--- config.mk ---
export PLATFORM = sky130hd
export DESIGN_NAME = dvi_timing_sequencer
export DESIGN_NICKNAME = d
export VERILOG_FILES = /design/src/rtl/dvi_timing_sequencer.sv
export SDC_FILE = /design/constraint.sdc
export NUM_CORES = 1
export LEC_CHECK = 0
export BUFFER_PORTS_ARGS = -buffer_cell sky130_fd_sc_hd__buf_2
export CAP_MARGIN = 10
export CORE_MARGIN = 2
export CORE_UTILIZATION = 55
export DETAILED_ROUTE_END_ITERATION = 7
export GPL_TIMING_DRIVEN = 0
export PLACE_DENSITY = 0.88
export SYNTH_ARGS = -nofsm -noshare
export SYNTH_HDL_FRONTEND = slang
export SYNTH_SLANG_ARGS = --single-unit
--- constraint.sdc ---
create_clock -name TFT_Clk -period 6 [get_ports TFT_Clk]
set_clock_uncertainty 0.15 [all_clocks]
set_input_delay 0.6 -clock TFT_Clk [delete_from_list [all_inputs] [get_ports TFT_Clk]]
set_output_delay 0.6 -clock TFT_Clk [all_outputs]
set_load 0.01 [all_outputs]
--- src/rtl/dvi_timing_sequencer.sv ---
// dvi_timing_sequencer
//
// Video timing and pixel-fetch sequencer for the TFT/DVI output stage.
// Keeps the display blanked until the encoder reports configuration done
// and video is enabled. It then free-runs the raster counters, requests
// pixels from the pixel source, and emits sync/DE/RGB. These outputs are
// delayed to match the fixed read latency of the pixel source.
//
// Ports:
//   TFT_Clk                 pixel clock (sole clock)
//   TFT_Rst_n               asynchronous active-low reset
//   I2C_done                encoder configuration complete
//   enable                  video enable (level)
//   pix_req, pix_x, pix_y   pixel request and its column/line
//   pix_r, pix_g, pix_b     pixel data, valid PIX_LAT cycles after pix_req
//   frame_start             pulse with the request for pixel (0,0)
//   line_start              pulse with the request for column 0 of an active line
//   HSYNC, VSYNC, DE        timing to the DVI output stage
//   RED, GREEN, BLUE        pixel data to the DVI output stage
//   busy                    high while running or draining the last frame
module dvi_timing_sequencer #(
    parameter int   H_ACTIVE = 640,
    parameter int   H_FP     = 16,
    parameter int   H_SYNC   = 96,
    parameter int   H_BP     = 48,
    parameter int   V_ACTIVE = 480,
    parameter int   V_FP     = 10,
    parameter int   V_SYNC   = 2,
    parameter int   V_BP     = 33,
    parameter logic HS_POL   = 1'b0,
    parameter logic VS_POL   = 1'b0,
    parameter int   PIX_LAT  = 2
) (
    input  logic        TFT_Clk,
    input  logic        TFT_Rst_n,
    input  logic        I2C_done,
    input  logic        enable,
    output logic        pix_req,
    output logic [10:0] pix_x,
    output logic [10:0] pix_y,
    input  logic [7:0]  pix_r,
    input  logic [7:0]  pix_g,
    input  logic [7:0]  pix_b,
    output logic        frame_start,
    output logic        line_start,
    output logic        HSYNC,
    output logic        VSYNC,
    output logic        DE,
    output logic [7:0]  RED,
    output logic [7:0]  GREEN,
    output logic [7:0]  BLUE,
    output logic        busy
);

    localparam int H_TOTAL = H_ACTIVE + H_FP + H_SYNC + H_BP;
    localparam int V_TOTAL = V_ACTIVE + V_FP + V_SYNC + V_BP;

    localparam logic [10:0] H_LAST = 11'(H_TOTAL - 1);
    localparam logic [10:0] V_LAST = 11'(V_TOTAL - 1);
    localparam logic [10:0] H_ACT  = 11'(H_ACTIVE);
    localparam logic [10:0] V_ACT  = 11'(V_ACTIVE);
    localparam logic [10:0] HS_BEG = 11'(H_ACTIVE + H_FP);
    localparam logic [10:0] HS_END = 11'(H_ACTIVE + H_FP + H_SYNC);
    localparam logic [10:0] VS_BEG = 11'(V_ACTIVE + V_FP);
    localparam logic [10:0] VS_END = 11'(V_ACTIVE + V_FP + V_SYNC);

    localparam logic [1:0] ST_WAIT_CFG = 2'd0;
    localparam logic [1:0] ST_RUN      = 2'd1;
    localparam logic [1:0] ST_DRAIN    = 2'd2;

    logic [1:0]  state;
    logic [1:0]  state_nxt;
    logic [10:0] h;
    logic [10:0] v;
    logic        running;
    logic        frame_end;
    logic        active_c;
    logic        hs_c;
    logic        vs_c;

    assign running   = (state != ST_WAIT_CFG);
    assign frame_end = (h == H_LAST) && (v == V_LAST);

    // DRAIN only leaves for WAIT_CFG at the frame boundary, so a frame is
    // never cut short. Re-enabling during DRAIN wins over the boundary and
    // keeps the raster running without a break.
    always_comb begin
        state_nxt = state;
        case (state)
            ST_WAIT_CFG: if (I2C_done && enable) state_nxt = ST_RUN;
            ST_RUN:      if (!enable)            state_nxt = ST_DRAIN;
            ST_DRAIN: begin
                if (enable)         state_nxt = ST_RUN;
                else if (frame_end) state_nxt = ST_WAIT_CFG;
            end
            default:                state_nxt = ST_WAIT_CFG;
        endcase
    end

    always_ff @(posedge TFT_Clk or negedge TFT_Rst_n) begin
        if (!TFT_Rst_n) begin
            state <= ST_WAIT_CFG;
            busy  <= 1'b0;
        end else begin
            state <= state_nxt;
            busy  <= (state_nxt != ST_WAIT_CFG);
        end
    end

    // Raster counters: held at the origin while waiting, so the first
    // running cycle always requests pixel (0,0).
    always_ff @(posedge TFT_Clk or negedge TFT_Rst_n) begin
        if (!TFT_Rst_n) begin
            h <= '0;
            v <= '0;
        end else if (!running) begin
            h <= '0;
            v <= '0;
        end else if (h == H_LAST) begin
            h <= '0;
            v <= (v == V_LAST) ? 11'd0 : v + 11'd1;
        end else begin
            h <= h + 11'd1;
        end
    end

    assign active_c = (h < H_ACT) && (v < V_ACT);
    assign hs_c     = (h >= HS_BEG) && (h < HS_END);
    assign vs_c     = (v >= VS_BEG) && (v < VS_END);

    // Counter-domain request outputs, decoded straight from registered
    // state and counters.
    assign pix_req     = running && active_c;
    assign pix_x       = pix_req ? h : 11'd0;
    assign pix_y       = pix_req ? v : 11'd0;
    assign frame_start = running && (h == 11'd0) && (v == 11'd0);
    assign line_start  = running && (h == 11'd0) && (v < V_ACT);

    logic de_in;
    logic hs_in;
    logic vs_in;

    assign de_in = pix_req;
    assign hs_in = (running && hs_c) ? HS_POL : ~HS_POL;
    assign vs_in = (running && vs_c) ? VS_POL : ~VS_POL;

    // Stage 0 .. PIX_LAT: timing delay line, one register per cycle of
    // pixel-source latency plus the RGB capture register.
    logic [PIX_LAT:0] de_p;
    logic [PIX_LAT:0] hs_p;
    logic [PIX_LAT:0] vs_p;

    always_ff @(posedge TFT_Clk or negedge TFT_Rst_n) begin
        if (!TFT_Rst_n) begin
            de_p <= '0;
            hs_p <= {(PIX_LAT + 1){~HS_POL}};
            vs_p <= {(PIX_LAT + 1){~VS_POL}};
        end else begin
            de_p[0] <= de_in;
            hs_p[0] <= hs_in;
            vs_p[0] <= vs_in;
            for (int i = 1; i <= PIX_LAT; i++) begin
                de_p[i] <= de_p[i-1];
                hs_p[i] <= hs_p[i-1];
                vs_p[i] <= vs_p[i-1];
            end
        end
    end

    // DE belonging to the pixel whose data is on pix_* this cycle. With zero
    // latency that is the request itself.
    logic de_lat;

    generate
        if (PIX_LAT == 0) begin : g_lat0
            assign de_lat = de_in;
        end else begin : g_latn
            assign de_lat = de_p[PIX_LAT-1];
        end
    endgenerate

    // Stage PIX_LAT: RGB capture, forced to zero outside the active area.
    always_ff @(posedge TFT_Clk or negedge TFT_Rst_n) begin
        if (!TFT_Rst_n) begin
            RED   <= '0;
            GREEN <= '0;
            BLUE  <= '0;
        end else if (de_lat) begin
            RED   <= pix_r;
            GREEN <= pix_g;
            BLUE  <= pix_b;
        end else begin
            RED   <= '0;
            GREEN <= '0;
            BLUE  <= '0;
        end
    end

    assign DE    = de_p[PIX_LAT];
    assign HSYNC = hs_p[PIX_LAT];
    assign VSYNC = vs_p[PIX_LAT];

endmodule

=== Word level (Yosys, flattened, before mapping) ===
Cells that the tools add are included.

* Bits in registers: 58
* Word-level logic and storage cells: 56
* Bits of input ports: 28

* $lt $le $gt $ge: 6
* Eq/ne operators: 5
* $add $sub $neg: 2
* Reductions and logical operators: 16
* Muxes and demuxes: 17

{| class="wikitable"
|+ Operators by type and width
! kind !! count
|-
| 2-to-1 mux 11 bit || 7
|-
| 2-to-1 mux 8 bit || 3
|-
| adder 11 x 1 -> 11 bit (second input constant) || 2
|-
| == test 11 x 10 -> 1 bit (second input constant) || 2
|-
| logical NOT 11 bit || 2
|-
| less-than comparator 11 x 10 -> 1 bit (second input constant) || 2
|-
| less-than comparator 11 x 9 -> 1 bit (second input constant) || 2
|-
| greater-or-equal comparator 11 x 10 -> 1 bit (second input constant) || 1
|-
| greater-or-equal comparator 11 x 9 -> 1 bit (second input constant) || 1
|-
| logical AND 1 bit || 11
|-
| 2-to-1 mux 2 bit || 4
|-
| one-hot mux 2 bit (3 select lines) || 1
|-
| nonzero test 2 bit || 2
|-
| == test 2 x 1 -> 1 bit (second input constant) || 1
|-
| == test 2 bit (second input constant) || 1
|-
| logical NOT 2 bit || 1
|-
| 2-to-1 mux 1 bit || 2
|-
| != test 2 x 1 -> 1 bit (second input constant) || 1
|}

=== Logic depth before layout (Yosys ltp) ===
* Depth in word-level cells: 6
* Gate-level depth with buffers: 6
* Depth with buffers taken out: 6

=== Worst setup path before layout ===
Ideal clock, no wire load.

* Kind: register to output
* Start point: register h[5]
* End point: output port frame_start
* Stages on the path, launching flop included: 6
* Arrival: 1.857 ns
* Path slack: 3.393 ns
* Cell sequence: dfrtp_1 clkbuf_1 or4_2 nor3_1 nand4_1 nor4b_1

* Longest elaborated chain between the ends: 3

{| class="wikitable"
|+ Ends and longest elaborated chain
! item !! RTL line !! RTL
|-
| start: declaration || 73 || <nowiki>logic [10:0] h;</nowiki>
|-
| start signal: assignment || 123 || <nowiki>h <= h + 11'd1;</nowiki>
|-
| logical NOT 11 bit || 136 || <nowiki>assign frame_start = running && (h == 11'd0) && (v == 11'd0);</nowiki>
|-
| logical AND 1 bit (2 in series) || 136 ||
|-
| end: declaration || 44 || <nowiki>output logic frame_start,</nowiki>
|}

No other way between the ends.

=== Worst setup path in the final report ===
Same ends and word-level chain as after synthesis.

==> results.yml <==
yosys:
  synth-seq-area-share_pct: 55.5
  ys_seq_elements: 58
  synth_top_family_by_area: "simple AND/OR/NAND/NOR gates"
  synth_flop_cell: "dfrtp_1"
  synth-compound-area-share_pct: 6.90
  yosysUniqueCellTypes: 49
  ys_async_sr_fraction_pct: 100
  synth_simple_gate_area_share_pct: 27.0
  synth.mux.area_fraction_pct: 0.428
  netlist_instances: 244
  syn-cell-area_sq_mm: 0.00263
  synthAdderAreaFrac_pct: 2.38
  syn_area_per_cell_sq_um: 10.8
  synth_edf_count: 0
  yosysWarnings: 0
  synthXorXnorAreaFrac_pct: 3.00
run:
  max_cap_viol_count: 0
floorplanning:
  num_rows: 25
  core_sq_mm: 0.00466
  die_w_microns: 73.1
  start_util_pct: 56.4
  die_h_microns: 73.1
  num_io_pins: 81
  dieArea_sq_mm: 0.00535
cts:
  cts_resized: 0
  clock_latency_ps: 330
  clk_pin_slew_worst_paths_ps: 60
  cts_root_buf: "clkbuf_8"
  cts_tree: "built"
  cts.htree.levels: 3
  ctsHoldBuffers: 0
  cts-buffers-inserted: 9
  cts_sinks: 58
  post_cts_buffers: 0
  cts_buffer_depth: 2
route:
  initialDrtViolationCount: 72
  via_per_inst: 5.28
  drcViolationCount: 0
  firstDrtPassIters: 4
  routed_wl_mm: 5.21
  wire_per_inst_microns: 13.2
  via_count: 2074
  ant_nets: 0
final_layout:
  n_antenna_cell: 0
  fin_area_sq_mm: 0.00329
  layoutNonFillerInstCount: 393
  num-nets-final: 367
  syn_to_final_growth_pct: 25.0
  fill_cells: 343
  drive_above_1_share_pct: 35.1
power:
  p_per_area_mw_per_mm2: 286
  ir_drop_mv: 0.152
  fin_total_pwr_w: 0.000941
  p_leak_nw: 1.64
grt:
  grt_first_pass_wirelength_mm: 8.41
  grt_start_max_net_pins: 59
  use_met2_pct: 33.4
  grt.overflow.total: 0
  met1_usage_pct: 25.0
  antenna_found_initial: 0
  use_met3_pct: 7.60
  grt_pass1_vias: 1910
  track_usage_pct: 20.7
  grt.busiest_layer: "met2"
placed_design:
  place_area_sq_mm: 0.00309
  dp_slack_ps: 3220
  dp.cells: 377
  place_congestion: 0.829
  hpwl_mm: 3.60
  port_buffers: 77
timing:
  setup_viol: 0
  post-route-period-util_pct: 52.0
  fin_tns_setup_ps: 0
  fmax_mhz: 321
  hold_violations: 0
  worst_pin_slew_ps: 688
  slew_headroom_pct: 54.1
  layout_min_cycle_time_ps: 3120
  worst_slack_ps: 2880
  report.final.slew_viol_count: 0
  rsz0062_at_grt: "false"
setup_path:
  rrSetupSlack_ps: 3610
  cp_max_fo: 10
  critPathLaunch: "h[5]"
  critPathKind: "reg2out"
  end_kind: "output pin"
  critical_path_arrival_ps: 2370
  r2r-start: "h[6]"
  crit_required_ps: 5250
  cp-start-kind: "flop"
min_path:
  hold_path_class: "in2async"
status:
  outcome: "finished, final reports clean"
sequential cells by signal (all words and copies together), names as in the netlist:
signal,count
GREEN,8
vs_p,3
RED,8
state,2
h,11
busy,1
v,11
hs_p,3
BLUE,8
de_p,3
layout make-up:
type | count | area, sq um | share of cell area, %
tap | 54 | 67.6 | 2.06
buffer | 14 | 96.3 | 2.93
multi-input combinational | 167 | 1050 | 32.1
sequential | 58 | 1460 | 44.4
clock inverter | 5 | 53.8 | 1.64
timing repair buffer | 77 | 388 | 11.8
clock buffer | 11 | 141 | 4.30
inverter | 7 | 26.3 | 0.799
cell usage after synthesis, drive strengths merged (2+ instances only):
master	instances	area share (%)
nor2	15	2.1
nor3b	2	0.57
clkbuf	7	1.1
a31oi	3	0.71
and4	3	1.0
dfrtp	52	50
xor2	4	1.3
buf	7	2.6
ha	5	2.4
nand4	4	0.95
nor2b	2	0.48
nand2	11	1.6
nand3	11	2.1
a21oi	9	1.7
xnor2	5	1.7
nor3	6	1.1
or4	5	1.6
o31ai	3	0.86
and2	44	11
or3	7	2.0
nor4	2	0.48
o21ai	7	1.3
and3	2	0.52
inv	7	1.0
dfstp	6	6.0
through the flow:
stage	hold WS [ps]	util (%)
6_report	153	70.5
2_1_floorplan	154	-
5_1_grt	210	70.5
4_1_cts	202	70.5
3_3_place_gp	182	66.3
3_5_place_dp	186	66.3
routing by layer:
metal / vias up / wire length (microns)
li1: 1013 / -
met1: 962 / 2250
met2: 89 / 2430
met3: 10 / 436
met4: 0 / 89
met5: - / 0
cell families after synthesis:
kind of cell,Yosys count
simple gates,120
fa+ha+maj,5
buf+inv,21
xor+xnor,9
compound gates,29
flops,58
other cells,1
mux,1
placed cells by master (no fill, tap or decap), drive strengths merged, types with 2 or more instances in the layout:
master | Yosys | routed
o21ai | 7 | 7
dfstp | 6 | 6
nor2b | 2 | 2
ha | 5 | 5
a31oi | 3 | 3
or3 | 7 | 7
nand2 | 11 | 11
clkbuf | 7 | 18
or4 | 5 | 5
and3 | 2 | 2
nor3b | 2 | 2
a21oi | 9 | 9
and2 | 44 | 44
and4 | 3 | 3
nor2 | 15 | 15
nand3 | 11 | 11
nor3 | 6 | 6
nand4 | 4 | 4
inv | 7 | 7
buf | 7 | 84
dfrtp | 52 | 52
conb | 1 | 3
xnor2 | 5 | 5
clkinv | 0 | 4
nor4 | 2 | 2
xor2 | 4 | 4
o31ai | 3 | 3
report_power, final:
group,total (W),switching (W),internal (W)
sequential,0.000438,0.0000160,0.000422
clock,0.000350,0.000148,0.000202
combinational,0.000153,0.0000885,0.0000648
worst max-delay path, stage by stage (launching register included):
cell	delay (ps)
dfrtp_1	370
clkbuf_1	210
or4_2	650
nor3_1	160
nand4_1	150
nor4b_1	310
buf_2	190
final timing paths:
kind,end,depth (start not counted)
max in group asynchronous,h[5],1
min in group TFT_Clk,de_p[1],0
setup reg to reg,v[5],5
hold reg to reg,de_p[1],0
hold / removal,GREEN[2],1
setup / recovery,frame_start,6
(Power assumes the default switching activity.)
